$ cat src/rtl/matmul_pkg.sv
// Shared definitions for the matmul result scratchpad.
// Geometry derivation, read FSM state encoding and a clog2 helper.
package matmul_pkg;

    typedef enum logic {
        IDLE = 1'b0,
        READ = 1'b1
    } rd_state_e;

    // Never returns 0, so it can size single-entry counters too.
    function automatic int clog2_f(input int n);
        int r;
        for (r = 1; (1 << r) < n; r++) begin
        end
        return r;
    endfunction

    function automatic int max_dim_f(input int dw, input int bw);
        return bw / dw;
    endfunction

    function automatic int cw_f(input int dw, input int bw);
        return max_dim_f(dw, bw) * max_dim_f(dw, bw) * 2 * dw;
    endfunction

    function automatic int fw_f(input int dw, input int bw);
        return max_dim_f(dw, bw) * max_dim_f(dw, bw);
    endfunction

    function automatic int beats_f(input int dw, input int bw);
        return cw_f(dw, bw) / bw;
    endfunction

endpackage

$ cat src/rtl/matmul_sp_read_fsm.sv
// Burst reader: snapshots one slot into shadow regs and streams it
// out LS word first with ready/valid flow control.
module matmul_sp_read_fsm
    import matmul_pkg::*;
#(
    parameter int DATA_WIDTH = 8,
    parameter int BUS_WIDTH  = 16,
    localparam int CW    = cw_f(DATA_WIDTH, BUS_WIDTH),
    localparam int FW    = fw_f(DATA_WIDTH, BUS_WIDTH),
    localparam int BEATS = beats_f(DATA_WIDTH, BUS_WIDTH)
) (
    input  logic                 clk_i,
    input  logic                 rst_ni,
    input  logic                 rd_start_i,
    input  logic [CW-1:0]        snap_data_i,
    input  logic [FW-1:0]        snap_flags_i,
    input  logic                 rd_ready_i,
    output logic [BUS_WIDTH-1:0] rd_data_o,
    output logic                 rd_valid_o,
    output logic                 rd_last_o,
    output logic [FW-1:0]        rd_flags_o,
    output logic                 busy_o
);

    localparam int BCW = clog2_f(BEATS);
    localparam logic [BCW-1:0] LAST_BEAT = BCW'(BEATS - 1);

    rd_state_e      state;
    logic [CW-1:0]  shadow;
    logic [BCW-1:0] beat;
    logic [BCW-1:0] beat_nx;

    assign beat_nx = beat + 1'b1;

    always_ff @(posedge clk_i or negedge rst_ni) begin
        if (!rst_ni) begin
            state      <= IDLE;
            shadow     <= '0;
            beat       <= '0;
            rd_data_o  <= '0;
            rd_valid_o <= 1'b0;
            rd_last_o  <= 1'b0;
            rd_flags_o <= '0;
            busy_o     <= 1'b0;
        end else begin
            unique case (state)
                IDLE: begin
                    if (rd_start_i) begin
                        state      <= READ;
                        shadow     <= snap_data_i;
                        rd_flags_o <= snap_flags_i;
                        beat       <= '0;
                        rd_data_o  <= snap_data_i[BUS_WIDTH-1:0];
                        rd_valid_o <= 1'b1;
                        rd_last_o  <= (LAST_BEAT == '0);
                        busy_o     <= 1'b1;
                    end
                end
                READ: begin
                    if (rd_ready_i) begin
                        if (rd_last_o) begin
                            state      <= IDLE;
                            rd_data_o  <= '0;
                            rd_valid_o <= 1'b0;
                            rd_last_o  <= 1'b0;
                            busy_o     <= 1'b0;
                        end else begin
                            beat      <= beat_nx;
                            rd_data_o <= shadow[int'(beat_nx) * BUS_WIDTH +: BUS_WIDTH];
                            rd_last_o <= (beat_nx == LAST_BEAT);
                        end
                    end
                end
            endcase
        end
    end

endmodule

$ cat src/rtl/matmul_sp_module.sv
// Result scratchpad: slot storage, single-cycle write port,
// combinational bias mux and a burst read port.
module matmul_sp_module
    import matmul_pkg::*;
#(
    parameter int DATA_WIDTH  = 8,
    parameter int BUS_WIDTH   = 16,
    parameter int SP_NTARGETS = 4,
    localparam int CW = cw_f(DATA_WIDTH, BUS_WIDTH),
    localparam int FW = fw_f(DATA_WIDTH, BUS_WIDTH),
    localparam int TW = clog2_f(SP_NTARGETS)
) (
    input  logic                   clk_i,
    input  logic                   rst_ni,
    input  logic                   enable_w_i,
    input  logic [TW-1:0]          write_target_i,
    input  logic [CW-1:0]          c_matrix_i,
    input  logic [FW-1:0]          flags_i,
    input  logic [TW-1:0]          bias_target_i,
    output logic [CW-1:0]          c_bias_o,
    input  logic                   rd_start_i,
    input  logic [TW-1:0]          rd_target_i,
    input  logic                   rd_ready_i,
    output logic [BUS_WIDTH-1:0]   rd_data_o,
    output logic                   rd_valid_o,
    output logic                   rd_last_o,
    output logic [FW-1:0]          rd_flags_o,
    output logic                   busy_o,
    output logic [SP_NTARGETS-1:0] valid_o
);

    logic [CW-1:0] mem      [SP_NTARGETS];
    logic [FW-1:0] flag_mem [SP_NTARGETS];

    always_ff @(posedge clk_i or negedge rst_ni) begin
        if (!rst_ni) begin
            for (int i = 0; i < SP_NTARGETS; i++) begin
                mem[i]      <= '0;
                flag_mem[i] <= '0;
            end
            valid_o <= '0;
        end else if (enable_w_i) begin
            mem[write_target_i]      <= c_matrix_i;
            flag_mem[write_target_i] <= flags_i;
            valid_o[write_target_i]  <= 1'b1;
        end
    end

    assign c_bias_o = mem[bias_target_i];

    // Snapshot sees pre-write contents, so a same-cycle write lands after it.
    matmul_sp_read_fsm #(
        .DATA_WIDTH (DATA_WIDTH),
        .BUS_WIDTH  (BUS_WIDTH)
    ) u_read_fsm (
        .clk_i        (clk_i),
        .rst_ni       (rst_ni),
        .rd_start_i   (rd_start_i),
        .snap_data_i  (mem[rd_target_i]),
        .snap_flags_i (flag_mem[rd_target_i]),
        .rd_ready_i   (rd_ready_i),
        .rd_data_o    (rd_data_o),
        .rd_valid_o   (rd_valid_o),
        .rd_last_o    (rd_last_o),
        .rd_flags_o   (rd_flags_o),
        .busy_o       (busy_o)
    );

endmodule
$ cat config.mk
export PLATFORM = sky130hd
export DESIGN_NAME = matmul_sp_module
export DESIGN_NICKNAME = d
export VERILOG_FILES = /design/src/rtl/matmul_pkg.sv /design/src/rtl/matmul_sp_read_fsm.sv /design/src/rtl/matmul_sp_module.sv
export SDC_FILE = /design/constraint.sdc
export NUM_CORES = 1
export LEC_CHECK = 0
export BUFFER_PORTS_ARGS = -buffer_cell sky130_fd_sc_hd__buf_2
export CORE_UTILIZATION = 32
export CTS_CLUSTER_DIAMETER = 40
export DETAILED_ROUTE_END_ITERATION = 6
export GPL_ROUTABILITY_DRIVEN = 0
export HOLD_SLACK_MARGIN = 0.08
export PLACE_DENSITY_LB_ADDON = 0.05
export SYNTH_ARGS = -nofsm -noshare
export SYNTH_HDL_FRONTEND = slang
export SYNTH_SLANG_ARGS = --single-unit
$ cat constraint.sdc
create_clock -name clk_i -period 4.07 [get_ports clk_i]
set_input_delay 0.6105 -clock clk_i [delete_from_list [all_inputs] [get_ports clk_i]]
set_output_delay 0.6105 -clock clk_i [all_outputs]
set_load 0.01 [all_outputs]
== Word level (Yosys, flattened, before mapping) ==
Cells that the tools add are included.
Storage, ports and cells
  register bits: 365
  logic and storage cells: 77
Cells by class
  add/sub/neg operators: 1
  magnitude comparators: 6
  eq/ne operators: 5
  shift operators: 1
  multiplexer cells: 37
  bitwise logic cells: 5
  reduce and logical (&&, ||, !) cells: 6
Operators with widths (number)
  $mux 64: 5
  $bmux 64 s2: 2
  $bwmux 256: 1
  $demux 64 s2: 1
  $shiftx 64x7->16: 1
  $mux 16: 3
  $pmux 16 s2: 1
  $bwmux 16: 1
  $mux 4: 3
  $mux 1: 10
  $ge 3x3->1 const B: 3
  $not 2->3: 3
  $bmux 4 s2: 1
  $demux 4 s2: 1
  $mux 2: 3
  $ne 2x2->1 const B: 3
  $pmux 1 s2: 3
  $reduce_and 3->1: 2
  $or 4x4->4: 1
  $pmux 2 s2: 1
  $reduce_and 2->1: 2
  $lt 2x3->1 const B: 1
  $lt 3x1->1 const B: 1
  $add 2x1->2 const B: 1
  6 further kinds: 7

== Longest topological paths before layout ==
Gate-level depths: netlist of run 1.
  word-level depth: 6
  mapped depth: 9

== Cells and area by module ==
Synthesis of run 1 repeated with hierarchy kept, for this count alone.
Unflattened totals
  cells, all modules: 1188
  area total of the unflattened synthesis: 17321.6 µm²
By module, submodules not included
  matmul_sp_module: instances 1, cells each 746, area an instance 13295.3 µm², seq. area each 6906.6 µm²
  matmul_sp_read_fsm: instances 1, cells each 442, area an instance 4026.4 µm², seq. area each 2227.1 µm²

== Least setup slack after synthesis of run 1 ==
No wires, ideal clock.
  path kind: input to output
  start point: input bias_target_i[0]
  end point: output c_bias_o[0]
  arrival time: 1.687 ns
  data required time: 3.459 ns
  slack: 1.772 ns
  stages on the path: 3
  buffers on the path: 2
  cells stage by stage: buf_2 > buf_2 > mux4_2
Between the ends
  cells in the longest elaborated chain, start to end: 4
Ends and longest elaborated chain
  start: declaration: line matmul_sp_module.sv:19  | input logic [TW-1:0] bias_target_i,
  $not 2->3 (not written as such): line matmul_sp_module.sv:49  | assign c_bias_o = mem[bias_target_i];
  $bmux 64 s2: line matmul_sp_module.sv:49
  $mux 64 (not written as such) (2 in series): line matmul_sp_module.sv:49
  end: declaration: line matmul_sp_module.sv:20  | output logic [CW-1:0] c_bias_o,
Every way passes these cells. The select of a mux whose other input is x is not followed.

== Worst setup path after layout of run 1 ==
  start point: input bias_target_i[0]
  end point: output c_bias_o[55]
Same word-level chain as after synthesis.

==> flow_summary.ini, run 1 <==
[sta]
whs_ps = 296
finalWorstSetupSlack_ps = 1450
worst_pin_slew_ps = 933
hold_viol = 0
tns_ps = 0
slew_headroom_pct = 36.5
post-route-period-util_pct = 64.3
slew_viol_final = 0
period_needed_ps = 2620
fmax_mhz = 382
finClkSkew_ps = 15.8
setup_viol = 0
rsz0062_at_grt = no

[logic_synthesis]
synth-adder-area-share_pct = 0.0725
synth_nets = 1089
synth_compound_area_share_pct = 1.35
synthCells = 1009
synthSimpleGateAreaFrac_pct = 0.950
synth-seq-cells = 365
synth_cell_types = 29
ys_seq_area_share_pct = 52.9
synth_top_family_by_area = multiplexers
synth.area.mux_share_pct = 42.0
syn_area_per_cell_um2 = 17.1
yosys_warnings = 0
synth_area_um2 = 17300
synth-xor-area-share_pct = 0.0507

[final_layout]
nets = 1280
drive_gt1_share_pct = 64.4
design_area_um2 = 21700
area_growth_pct = 25.5
antenna_cells = 0

[power_and_ir_drop]
power_density_nw_per_um2 = 708
ir_drop_mv = 0.306
p_sw_mw = 4.20
seq_power_share_pct = 34.6
p_clk_share_pct = 43.4
p_int_mw = 11.1
total_power_mw = 15.3
power.leakage_nw = 9.12
power_switching_share_pct = 27.4
combPwrFrac_pct = 22.0

[clock_tree]
cts.path.max_buffers = 3
cts_sinks = 365
clock_latency_ps = 590
path_clk_slew_ps = 40
cts_resized = 0
numCtsBuffers = 79
ctsRootBufferMaster = clkbuf_16
ctsHtreeMaxLevel = 3
cts_tree = built

[floorplanning]
die_w_um = 234
dieHeight_um = 234
start_util_pct = 32.6
num_io_pins = 170
rows = 84
coreArea_um2 = 53000
die_area_um2 = 54900

[worst_setup_path]
path_cells = buf_4, buf_12, mux4_2, buf_2
end_kind = primary output
worstPathArrival_ps = 2010
critPathTopFamily = buffers and inverters
slowest_stage = mux4_2
crit_fanout = 64
setup.worst_path.class = primary input to primary output
start_kind = primary input
critPathRequiredTime_ps = 3460
worstPathBufferInverterCount = 3
max_stage_delay_ps = 610

[global_routing]
grt-ovfl-total = 0
met2_usage_pct = 27.8
grt_pass1_vias = 10600
grt.busiest_layer = met2
grt_max_degree = 85
antenna_found_initial = 1
grtUsageMet1_pct = 25.2
grtUsageTotal_pct = 18.1
met3_usage_pct = 4.62
grt_pass1_wl_um = 72100

[routing]
post_drt_via_cell_ratio = 5.09
drc = 13
dr_total_vias = 9913
wire_per_inst_um = 24.6
firstDrtPassIters = 6
initialDrtViolationCount = 422
ant_nets = 0
wl_um = 47900

[flow_run]
maxCapViolations = 0

[placement]
placed_cell_area_um2 = 18900
dpl.hpwl_um = 29400
place_ws_ps = 1410
io_buffers = 169

[run_status]
failed_checks = design-rule violations
outcome = complete, but fails checks

[min_path]
min_path_type = primary input to flip-flop
-- path summary, 6_finish.rpt --
kind	startpoint	end	slack (ps)	cells past startpoint
max	bias_target_i[0]	c_bias_o[55]	1450	4
min	rd_ready_i	u_read_fsm.state	300	2
max reg2reg	u_read_fsm.beat[1]	u_read_fsm.rd_data_o[11]	1870	4
max in group asynchronous	rst_ni	mem[136]	2690	3
min in group asynchronous	rst_ni	mem[243]	530	2
min reg2reg	valid_o[1]	valid_o[1]	460	1
-- cell usage after synthesis --
| cell | n | share of area, % |
|---|---|---|
| nand2b_1 | 4 | 0.14 |
| nor2b_1 | 2 | 0.072 |
| a21oi_1 | 1 | 0.029 |
| dfrtp_1 | 365 | 53 |
| buf_4 | 7 | 0.30 |
| a22oi_1 | 16 | 0.70 |
| a22o_1 | 1 | 0.051 |
| a31oi_1 | 1 | 0.036 |
| buf_2 | 45 | 1.3 |
| ha_1 | 1 | 0.072 |
| buf_12 | 3 | 0.35 |
| nor3_1 | 1 | 0.029 |
| buf_6 | 2 | 0.13 |
| nand3_1 | 1 | 0.029 |
| mux2i_1 | 2 | 0.12 |
| buf_1 | 5 | 0.11 |
| xnor2_1 | 1 | 0.051 |
| mux4_2 | 148 | 19 |
| nand3b_1 | 2 | 0.087 |
| nand2_1 | 20 | 0.43 |
| a21o_1 | 1 | 0.044 |
| clkbuf_1 | 16 | 0.35 |
| mux2_4 | 20 | 1.7 |
| or2_2 | 1 | 0.036 |
| inv_1 | 3 | 0.065 |
| nor3b_2 | 1 | 0.072 |
| o21ai_0 | 17 | 0.49 |
| nor2_1 | 2 | 0.044 |
| mux2_2 | 320 | 21 |
-- stage by stage --
step | std cells | util, %
CTS | 1948 | 40.9
global placement | 1806 | 35.6
detailed placement | 1806 | 35.6
global route | 1948 | 40.9
floorplan | 1009 | -
finish | 1948 | 40.9
-- kinds of logic after synthesis --
logic type / Yosys count
xor+xnor: 1
buf+inv: 81
simple gates: 34
mux: 490
flops: 365
fa+ha+maj: 1
compound gates: 37
-- worst register-to-register path, delay by kind of cell (launching register included) --
kind | cells | cell delay (ps)
mux | 1 | 420
compound gates | 2 | 390
fa+ha+maj | 1 | 850
flops | 1 | 390
-- cells in the final DEF, fill, tap and decap left out, drive strengths merged, types with 2 or more instances in the layout --
master / instances
inv: 8
nor2b: 2
mux2: 340
dfrtp: 365
clkinvlp: 5
clkbuf: 104
o21ai: 17
mux2i: 2
nand2b: 4
bufinv: 11
a22oi: 16
clkinv: 16
nand3b: 2
nand2: 20
mux4: 148
nor2: 2
buf: 187
-- final cells by class --
type | count | area (um2)
clock buffer | 104 | 2270
clock inverter | 37 | 507
fill | 4959 | 31300
inverter | 3 | 11.3
multi-input combinational | 563 | 7710
sequential | 365 | 9130
tap | 688 | 861
timing repair buffer | 188 | 1170
-- flip-flops by register name, indices dropped and copies added (netlist names) --
name,count
flag_mem,16
mem,256
u_read_fsm.beat,2
u_read_fsm.busy_o,1
u_read_fsm.rd_data_o,16
u_read_fsm.rd_flags_o,4
u_read_fsm.rd_last_o,1
u_read_fsm.shadow,64
u_read_fsm.state,1
valid_o,4
-- power by group through the flow --
stage	combinational (mW)	sequential, mW	clock, mW
global placement	3.41	5.37	0
CTS	3.46	5.33	6.84
finish	3.37	5.31	6.65
detailed placement	3.44	5.38	0
floorplan	2.45	5.06	0
global route	3.66	5.45	7.02
-- routing by layer --
layer,up-vias,share of wire [%]
met2,196,47
li1,4315,-
met5,-,0.021
met4,2,2.1
met1,5332,45
met3,68,5.2
-- timing repair --
| action | 4_1_cts | 5_1_grt |
|---|---|---|
| setup buffers | 0 | 0 |
| endpoints found under the hold margin | 40 | 0 |
| hold buffers | 1 | 0 |
No activity file was read; power rests on OpenSTA's default activity.
==> run 2, diff against run 1 <==
Clock period 4.07 ns to 2.3 ns, I/O delays scaled along.
==> run 2 against run 1 <==
  * Combinational power rose by 81%
  * Worst hold slack worse by 27 ps
  * Design area increased by 4.3%
  * Sequential share of layout area shrank 1.7 points
  * The flow still finishes with violations (design-rule violations)
==> flow_summary.ini, run 2 (synthesized netlist as in run 1, its figures left out) <==
[floorplanning]
start_util_pct = 32.6
coreArea_um2 = 53000
die_w_um = 234
die_area_um2 = 54900
dieHeight_um = 234
num_io_pins = 170
rows = 84

[routing]
ant_nets = 0
wire_per_inst_um = 24.6
post_drt_via_cell_ratio = 5.07
initialDrtViolationCount = 520
wl_um = 50200
firstDrtPassIters = 7
drc = 13
dr_total_vias = 10400

[final_layout]
nets = 1375
fill_cells = 4831
final_common_cell = dfrtp_1
antenna_cells = 0
drive_gt1_share_pct = 61.8
area_growth_pct = 30.9
reg_top3 = mem (256), u_read_fsm.shadow (64)
final_cell_mix = dfrtp_1 (365), mux2_2 (320), buf_2 (165)
top_register = mem
largest_register_ffs = 256

[global_routing]
antenna_found_initial = 4
grt_pass1_vias = 11800
grt_max_degree = 81
grt-ovfl-total = 0
grtUsageTotal_pct = 19.2
grt_pass1_wl_um = 76700

[worst_setup_path]
reg2reg_to = u_read_fsm.rd_data_o[0]
setup.worst_path.class = flip-flop to primary output
max_stage_delay_ps = 540
critPathRequiredTime_ps = 1960
rrSetupSlack_ps = 520
crit_fanout = 3
slowest_stage = mux4_2
r2r_cells = 5
path_cells = mux4_2, buf_2
end_kind = primary output
worstSetupStartpoint = mem[25]
reg2reg_from = u_read_fsm.beat[1]
worstPathArrival_ps = 1680
start_kind = flip-flop

[sta]
slew_headroom_pct = 56.7
rsz0062_at_grt = no
tns_ps = 0
hold_viol = 0
slew_viol_final = 0
post-route-period-util_pct = 88.1
setup_viol = 0
fmax_mhz = 494
period_needed_ps = 2030
worst_pin_slew_ps = 649
finClkSkew_ps = 16.6
finalWorstSetupSlack_ps = 274

[clock_tree]
cts_tree = built
clock_latency_ps = 590
numCtsBuffers = 80
path_clk_slew_ps = 50
cts_sinks = 365
cts.path.max_buffers = 3
ctsRootBufferMaster = clkbuf_16
ctsHtreeMaxLevel = 3

[run_status]
failed_checks = design-rule violations
outcome = complete, but fails checks

[placement]
io_buffers = 169
dpl.hpwl_um = 33000
place_ws_ps = 383

[flow_run]
maxCapViolations = 0

[power_and_ir_drop]
ir_drop_mv = 0.490
power_density_nw_per_um2 = 1190
power.leakage_nw = 9.53

[min_path]
min_path_type = primary input to asynchronous set/reset pin
-- run 2: cell types whose count changed in the layout (fill, tap and decap cells not counted), sizes merged --
cell	previous run	this run
clkinvlp	5	9
inv	8	5
bufinv	11	6
dlygate4sd3	1	71
buf	187	211
clkinv	16	18
clkbuf	104	106
-- run 2: cell type report --
class / instances / area, um2 / share of cell area (%)
Sequential cell: 365 / 9130 / 40.4
Inverter: 3 / 11.3 / 0.0499
Timing Repair Buffer: 282 / 2160 / 9.58
Clock inverter: 35 / 367 / 1.62
Tap cell: 688 / 861 / 3.81
Multi-Input combinational cell: 563 / 7710 / 34.2
Clock buffer: 106 / 2340 / 10.3
-- run 2: layer usage --
metal / track usage [%] / part of all wire, % / up-vias / wire [um]
li1: - / - / 4505 / -
met5: 0 / 0 / - / 0
met4: 6.96 / 3.0 / 0 / 1490
met3: 5.08 / 5.3 / 90 / 2660
met2: 29.6 / 47 / 222 / 23400
met1: 25.8 / 45 / 5542 / 22600
-- run 2: worst max path at each step --
| stage | cells after the start | end |
|---|---|---|
| 5_1_grt | 2 | c_bias_o[32] |
| 6_report | 2 | c_bias_o[25] |
| 2_1_floorplan | 9 | u_read_fsm.rd_data_o[12] |
| 3_3_place_gp | 4 | c_bias_o[1] |
| 4_1_cts | 2 | c_bias_o[32] |
| 3_5_place_dp | 4 | c_bias_o[1] |
-- run 2: repair_timing --
action,4_1_cts,5_1_grt
resized for setup,0,0
hold buffers,71,0
buffers inserted,0,0
hold endpoints to repair,368,0
-- run 2: worst max-delay path: cells and delay by family (launching register included) --
kind	cells	cell delay [ps]
muxes	1	540
DFF	1	380
buffers and inverters	1	170
-- run 2: power by group --
part / switching, mW / internal [mW]
sequential: 1.34 / 8.13
clock: 3.65 / 7.73
combinational: 2.53 / 3.58
-- run 2: stage by stage --
step	power [mW]	hold WS, ps	cell area (um2)	cells	util (%)
final	27.0	269	22600	2042	42.6
after global routing	28.4	271	22600	2042	42.6
after global placement	15.7	298	19200	1830	36.2
after floorplan	13.3	49.4	17300	1009	-
after detailed placement	15.7	300	19200	1830	36.2
after CTS	27.5	257	22600	2042	42.6
